### src/rtl/adc_avg8.sv
// adc_avg8: decimating averager for the eight 12-bit ADC channel words.
// Every TICK_DIV cycles all eight channels are snapshotted on one edge.
// The snapshots are accumulated one channel per cycle through a single adder.
// After 2^LOG2N snapshots the eight truncated averages are published together
// with a one-cycle AVG_VALID strobe.
module adc_avg8 #(
  parameter int TICK_DIV = 50000,
  parameter int LOG2N    = 4
) (
  input  logic        CLOCK,
  input  logic        RESET,
  input  logic [11:0] CH0,
  input  logic [11:0] CH1,
  input  logic [11:0] CH2,
  input  logic [11:0] CH3,
  input  logic [11:0] CH4,
  input  logic [11:0] CH5,
  input  logic [11:0] CH6,
  input  logic [11:0] CH7,
  output logic [11:0] AVG0,
  output logic [11:0] AVG1,
  output logic [11:0] AVG2,
  output logic [11:0] AVG3,
  output logic [11:0] AVG4,
  output logic [11:0] AVG5,
  output logic [11:0] AVG6,
  output logic [11:0] AVG7,
  output logic        AVG_VALID,
  output logic        BUSY
);

  localparam int ACC_W = 12 + LOG2N;
  localparam int NS_W  = LOG2N + 1;
  localparam logic [15:0]     TICK_LAST  = 16'(TICK_DIV - 1);
  localparam logic [NS_W-1:0] NSAMP_LAST = NS_W'((1 << LOG2N) - 1);

  typedef enum logic [1:0] {
    ST_WAIT,
    ST_ACC,
    ST_DUMP
  } state_t;

  state_t           state;
  logic [15:0]      tcnt;
  logic             tick;
  logic [11:0]      ch   [8];
  logic [11:0]      snap [8];
  logic [ACC_W-1:0] acc  [8];
  logic [11:0]      avg  [8];
  logic [2:0]       idx;
  logic [NS_W-1:0]  nsamp;

  assign ch[0] = CH0;
  assign ch[1] = CH1;
  assign ch[2] = CH2;
  assign ch[3] = CH3;
  assign ch[4] = CH4;
  assign ch[5] = CH5;
  assign ch[6] = CH6;
  assign ch[7] = CH7;

  assign AVG0 = avg[0];
  assign AVG1 = avg[1];
  assign AVG2 = avg[2];
  assign AVG3 = avg[3];
  assign AVG4 = avg[4];
  assign AVG5 = avg[5];
  assign AVG6 = avg[6];
  assign AVG7 = avg[7];

  assign tick = (tcnt == TICK_LAST);

  // Free-running sample-rate counter; it never stalls, whatever the FSM is doing.
  always_ff @(posedge CLOCK) begin
    if (RESET) begin
      tcnt <= '0;
    end else if (tick) begin
      tcnt <= '0;
    end else begin
      tcnt <= tcnt + 16'd1;
    end
  end

  // Snapshot / accumulate / publish sequencer, with AVG, AVG_VALID and BUSY registered.
  always_ff @(posedge CLOCK) begin
    if (RESET) begin
      state     <= ST_WAIT;
      idx       <= '0;
      nsamp     <= '0;
      AVG_VALID <= 1'b0;
      BUSY      <= 1'b0;
      for (int i = 0; i < 8; i++) begin
        snap[i] <= '0;
        acc[i]  <= '0;
        avg[i]  <= '0;
      end
    end else begin
      AVG_VALID <= 1'b0;
      case (state)
        ST_WAIT: begin
          if (tick) begin
            for (int i = 0; i < 8; i++) begin
              snap[i] <= ch[i];
            end
            idx   <= '0;
            state <= ST_ACC;
            BUSY  <= 1'b1;
          end
        end
        ST_ACC: begin
          acc[idx] <= acc[idx] + ACC_W'(snap[idx]);
          idx      <= idx + 3'd1;
          if (idx == 3'd7) begin
            nsamp <= nsamp + NS_W'(1);
            if (nsamp == NSAMP_LAST) begin
              state <= ST_DUMP;
            end else begin
              state <= ST_WAIT;
              BUSY  <= 1'b0;
            end
          end
        end
        ST_DUMP: begin
          for (int i = 0; i < 8; i++) begin
            avg[i] <= 12'(acc[i] >> LOG2N);
            acc[i] <= '0;
          end
          AVG_VALID <= 1'b1;
          nsamp     <= '0;
          state     <= ST_WAIT;
          BUSY      <= 1'b0;
        end
        default: begin
          state <= ST_WAIT;
          BUSY  <= 1'b0;
        end
      endcase
    end
  end

endmodule

### config.mk
export PLATFORM = sky130hd
export DESIGN_NAME = adc_avg8
export DESIGN_NICKNAME = d
export VERILOG_FILES = /design/src/rtl/adc_avg8.sv
export SDC_FILE = /design/constraint.sdc
export NUM_CORES = 1
export LEC_CHECK = 0
export ABC_AREA = 0
export CORE_MARGIN = 2
export CORE_UTILIZATION = 40
export CTS_CLUSTER_DIAMETER = 100
export DETAILED_ROUTE_END_ITERATION = 12
export GPL_TIMING_DRIVEN = 0
export MAX_ROUTING_LAYER = met4
export PLACE_DENSITY_LB_ADDON = 0.3
export RECOVER_POWER = 100
export SYNTH_ARGS = -nofsm -noshare
export SYNTH_HDL_FRONTEND = slang
export SYNTH_SLANG_ARGS = --single-unit
### constraint.sdc
create_clock -name CLOCK -period 7.43 [get_ports CLOCK]
set_input_delay 1.486 -clock CLOCK [delete_from_list [all_inputs] [get_ports CLOCK]]
set_output_delay 1.486 -clock CLOCK [all_outputs]
set_load 0.1 [all_outputs]
* Word level (Yosys, flattened, before mapping)
Memories as Yosys holds them, arrays and structs flattened. A register that Yosys moved wholly into a read port is not among the register bits.
Cells that the tools add are included.
** Word-level totals
- Bits in latches :: 0
- Word-level logic and storage cells :: 109
- Bits in writable memories :: 320
- Register bits after elaboration :: 28
- Memories :: 3
- Bits of input ports :: 98
- ROM bits :: 0
** Operators by class
- Divide/modulo/power cells :: 0
- Magnitude comparators :: 0
- Multiply operators :: 0
- Equal/unequal tests :: 8
- Reductions and logical operators :: 9
- Add/sub/neg operators :: 4
- Mux-type cells :: 55
- Bitwise operators :: 24
- Shift operators :: 0
** Memory list
- acc :: depth 8, width 16, rd ports 9, clocked after memory_dff 1, wr ports 8, RTL line 48 : logic [ACC_W-1:0] acc [8];
- avg :: depth 8, width 12, rd ports 8, clocked after memory_dff 0, wr ports 8, RTL line 49 : logic [11:0] avg [8];
- snap :: depth 8, width 12, rd ports 1, clocked after memory_dff 1, wr ports 8, RTL line 47 : logic [11:0] snap [8];
** Operator list (number)
- two-way mux 12 bit :: 16
- two-way mux 16 bit :: 9
- OR 1 bit :: 24
- two-way mux 3 bit :: 6
- adder 16 x 1 -> 16 bit (second input constant) :: 1
- adder 16 x 12 -> 16 bit :: 1
- equality test 16 bit (second input constant) :: 1
- two-way mux 1 bit :: 16
- OR reduction 16 bit :: 1
- case mux 5 bit (2 select lines) :: 1
- two-way mux 2 bit :: 3
- != test 2 bit (second input constant) :: 3
- case mux 3 bit (2 select lines) :: 1
- AND reduction 2 bit :: 3
- adder 5 x 1 -> 5 bit (second input constant) :: 1
- equality test 5 x 4 -> 1 bit (second input constant) :: 1
- two-way mux 5 bit :: 1
- case mux 2 bit (2 select lines) :: 1
- nonzero test 2 bit :: 2
- adder 3 x 1 -> 3 bit (second input constant) :: 1
- equality test 3 bit (second input constant) :: 1
- AND reduction 3 bit :: 1
- equality test 2 x 1 -> 1 bit (second input constant) :: 1
- equality test 2 bit (second input constant) :: 1
- 3 further kinds :: 3

* Depth between registers and ports, before layout
- Depth after elaboration :: 6
- Mapped depth :: 14
- Gate-level depth less buffers :: 12

* Worst setup path after synthesis
OpenSTA, ideal clock, no wires.
- Path type :: flip-flop to flip-flop
- From :: register tcnt[0]
- To :: memory snap[0][0], enable pin
- Arrival :: 5.532 ns
- Period minus slack after synthesis :: 6.103 ns
- Cell stages (with the launch flop) :: 6
- Setup slack :: 1.327 ns
- Cells stage by stage :: dfxtp_1 -> ha_1 -> and3_1 -> clkbuf_1 -> nand4_1 -> o21bai_1
** RTL lines
- from (decl) :: RTL line 44 : logic [15:0] tcnt;
- from (signal assigned) :: RTL line 80 : tcnt <= tcnt + 16'd1;
- to (decl) :: RTL line 47

==> impl_table.tex <==
\begin{tabular}{lr}
\hline
Metric & Value \\
\hline
\multicolumn{2}{l}{\textbf{Run status}} \\
Outcome & finished, violations left \\
Failing checks & capacitance limit, slew limit \\
\multicolumn{2}{l}{\textbf{Placed design}} \\
Placement Cell Area & 17900 um\^{}2 \\
Detail Placement HPWL & 26600 um \\
Final GP Congestion & 0.898 \\
Worst slack at placement & 2.62 ns \\
Total of buffers placed on input and output ports & 194 \\
\multicolumn{2}{l}{\textbf{Drt}} \\
Detail-routed via count per cell & 5.03 \\
Top sig layer & met4 \\
Residual DRC & 0 \\
Routed WL per cell & 20.3 um \\
Total met3 wirelength after detailed routing & 1920 um \\
Wire length on met1 & 15900 um \\
Number of vias in the routed layout & 9146 \\
Met2 routed WL & 18200 um \\
Total routed wirelength & 36800 um \\
Number of DRC markers in iteration 0 & 555 \\
Number of iterations in the first detailed-routing pass & 5 \\
Detail Route Antenna Nets & 0 \\
\multicolumn{2}{l}{\textbf{Die}} \\
Core box area & 37600 um\^{}2 \\
Die Y-Extent & 199 um \\
Chip Width & 199 um \\
Die ar. & 39600 um\^{}2 \\
Initial core utilization & 0.405 \\
Count of boundary I/O pins & 196 \\
Standard-cell rows & 71 \\
\multicolumn{2}{l}{\textbf{Timing}} \\
Max Fclk & 0.177 GHz \\
Post-layout minimum cycle time & 5.65 ns \\
Share of the clock period used by the worst path & 0.760 \\
Unrepaired setup endpoints after global routing & false \\
Number of max-slew violations in the final report & 174 \\
Final worst clock skew & 0.0170 ns \\
Hold Violations, Final & 0 \\
Setup violators final & 0 \\
Max-slew headroom at the worst pin & -0.169 \\
Slew at the pin closest to its max-slew limit & 1.75 ns \\
Final setup slack of the worst path & 1.78 ns \\
\multicolumn{2}{l}{\textbf{Pwr}} \\
Peak ir drop on the vdd network & 0.000146 V \\
Static Leakage & 6.50 nW \\
Total power density per cell area & 243 nW/um\^{}2 \\
\multicolumn{2}{l}{\textbf{Flow run}} \\
Count of maximum capacitance violations & 4 \\
\multicolumn{2}{l}{\textbf{Synthesis}} \\
Mean area per synthesized cell & 14.6 um\^{}2 \\
Post-synthesis instance total & 1041 \\
Yosys top cell area share & 0.632 \\
Count of cell types in the netlist & 55 \\
Async S/R FF share, synth & 0 \\
Seq/Total Area, Yosys & 0.672 \\
Dominant cell by count in the synthesized netlist & edfxtp\_1 \\
Cell taking the most area after synthesis & edfxtp\_1 \\
Cell types with the largest area share after synthesis & edfxtp\_1 63\%, mux4\_2 8.3\%, and2\_1 6.0\% \\
Number of flip-flops and latches in the synthesized netlist & 351 \\
Synth Cell Area & 15200 um\^{}2 \\
Count of flip-flops with a built-in enable after synthesis & 320 \\
Synth Net Count & 1157 \\
Synth top cells by count & 320 x edfxtp\_1, 153 x nor2\_1, 146 x and2\_1, 56 x mux4\_2, 52 x nor2b\_1 \\
Flip-flop cell with the highest count after synthesis & edfxtp\_1 \\
Ys Warns & 0 \\
\multicolumn{2}{l}{\textbf{GRT}} \\
Aggregate global routing overflow & 0 \\
Overall global routing resource usage & 0.194 \\
Largest net degree at the start of global routing & 73 \\
Wire length of the first global-routing pass & 55000 um \\
Number of global-route vias before repair & 9317 \\
Antenna violations before repair & 0 \\
\multicolumn{2}{l}{\textbf{Clock network}} \\
CTS Buffer Depth & 3 \\
CTS Hold Buffers Added & 0 \\
Clock-pin slew of the registers on the worst-case setup and hold paths & 0.06 ns \\
Root buffer cell & clkbuf\_16 \\
Deepest level of the CTS H-tree & 2 \\
Post-CTS sizing & 0 \\
Number of clock buffers inserted by TritonCTS & 37 \\
Post-CTS setup buffer count & 0 \\
TritonCTS clock tree & built \\
Clock latency on the worst-skew pair & 0.53 ns \\
Clock sink total & 351 \\
\multicolumn{2}{l}{\textbf{Cells and area}} \\
Finished layout cell area & 19000 um\^{}2 \\
Total inserted antenna cells & 0 \\
Total number of nets in the final design & 1395 \\
Layout cells sized above 1 & 0.116 \\
Syn-to-layout area delta & 24.9\% \\
Number of filler cells placed in the layout & 3218 \\
\multicolumn{2}{l}{\textbf{Worst setup path}} \\
Critical path capture point type & flop \\
Max FO, Critical Path & 10 \\
Critical path class & reg2reg \\
Critical register-to-register path endpoint & acc[1][8]\$\_SDFFCE\_PN0P\_ \\
Count of cells along the worst register-to-register path & 14 \\
Gate family responsible for the most delay along the worst path & buffers and inverters \\
Largest incremental delay on the critical path & 0.93 ns \\
Crit-path cells & clkbuf\_1 > clkbuf\_1 > mux4\_2 > mux2\_1 > ha\_1 > inv\_1 > fa\_1 > nor2b\_1 > o21a\_1 > o21a\_1 > o21ai\_0 > a21oi\_1 > xnor2\_1 > nor2\_1 \\
Slack of the worst reg-to-reg path & 1.78 ns \\
Arrival time of data at the critical path endpoint & 5.87 ns \\
Standard cell with the maximum stage delay on the critical path & clkbuf\_1 \\
Endpoint of the most critical setup path & acc[1][8]\$\_SDFFCE\_PN0P\_ \\
CP required & 7.66 ns \\
Sum of buffers and inverters on the critical path & 3 \\
Critical path depth in cells & 14 \\
Kind of start point of the critical path & flop \\
\multicolumn{2}{l}{\textbf{Hold path}} \\
Min-delay worst type & reg2reg \\
Hold Path Stages & 1 \\
\hline
\end{tabular}
[metal layers]
metal,up-vias,global-route usage
li1,4256,-
met3,60,0.0249
met1,4479,0.257
met2,351,0.319
met5,-,-
met4,0,0.0506
[power by group]
part	internal [W]	switching [W]	leakage, nW
clock network	0.00110	0.000757	0.593
logic	0.000134	0.000348	2.54
registers	0.00224	0.0000304	3.36
[logic make-up after synthesis]
| family | share of synthesized area |
|---|---|
| multiplexers | 0.103 |
| XOR/XNOR | 0.0154 |
| AO/OA/AOI/OAI | 0.0237 |
| AND/OR/NAND/NOR | 0.152 |
| flip-flops | 0.672 |
| adder cells (fa/ha/maj) | 0.0153 |
| buffers and inverters | 0.0175 |
[how the worst min path moves through the flow]
| stage | start | end | slack, ns |
|---|---|---|---|
| 6_report | tcnt[0]$_SDFF_PP0_ | tcnt[0]$_SDFF_PP0_ | 0.44 |
| 5_1_grt | tcnt[0]$_SDFF_PP0_ | tcnt[0]$_SDFF_PP0_ | 0.46 |
| 4_1_cts | tcnt[0]$_SDFF_PP0_ | tcnt[0]$_SDFF_PP0_ | 0.44 |
| 3_5_place_dp | tcnt[0]$_SDFF_PP0_ | tcnt[0]$_SDFF_PP0_ | 0.43 |
| 3_3_place_gp | tcnt[0]$_SDFF_PP0_ | tcnt[0]$_SDFF_PP0_ | 0.43 |
| 2_1_floorplan | tcnt[0]$_SDFF_PP0_ | tcnt[0]$_SDFF_PP0_ | 0.41 |
[cell type report]
cell class,instances,area [um^2],share of cell area
sequential,351,10200,0.538
multi-input combinational,625,4690,0.247
timing repair buffer,199,1960,0.103
clock buffer,51,1060,0.0559
tap,511,639,0.0337
buffer,55,225,0.0119
clock inverter,15,150,0.00790
inverter,10,38.8,0.00204
[layout by cell type (no fill, tap or decap), drive strengths merged, types with 13 or more instances in the layout]
| cell | count |
|---|---|
| nand2 | 31 |
| and2 | 146 |
| a21oi | 19 |
| mux4 | 56 |
| nor2b | 52 |
| ha | 17 |
| nor2 | 153 |
| dfxtp | 31 |
| clkdlybuf4s50 | 96 |
| xnor2 | 13 |
| clkbuf | 100 |
| dlygate4sd3 | 98 |
| nand3 | 14 |
| mux2 | 23 |
| edfxtp | 320 |
| o21ai | 15 |
[state kept, by name, summed over array words and instances (netlist names), named ones only]
register,cells
AVG_VALID,1
BUSY,1
acc,128
avg,96
idx,3
nsamp,5
snap,96
state,2
tcnt,16
[metrics by stage]
stage / power, W / setup TNS, ns / util / cells / hold WS, ns
CTS: 0.00466 / 0 / 0.509 / 1817 / 0.444
finish: 0.00461 / 0 / 0.506 / 1817 / 0.438
detailed placement: 0.00282 / 0 / 0.477 / 1751 / 0.435
global placement: 0.00281 / -34.58 / 0.474 / 1746 / 0.425
global route: 0.00473 / 0 / 0.506 / 1817 / 0.464
floorplan: 0.00264 / 0 / - / 1041 / 0.413
(Power assumes the default switching activity.)
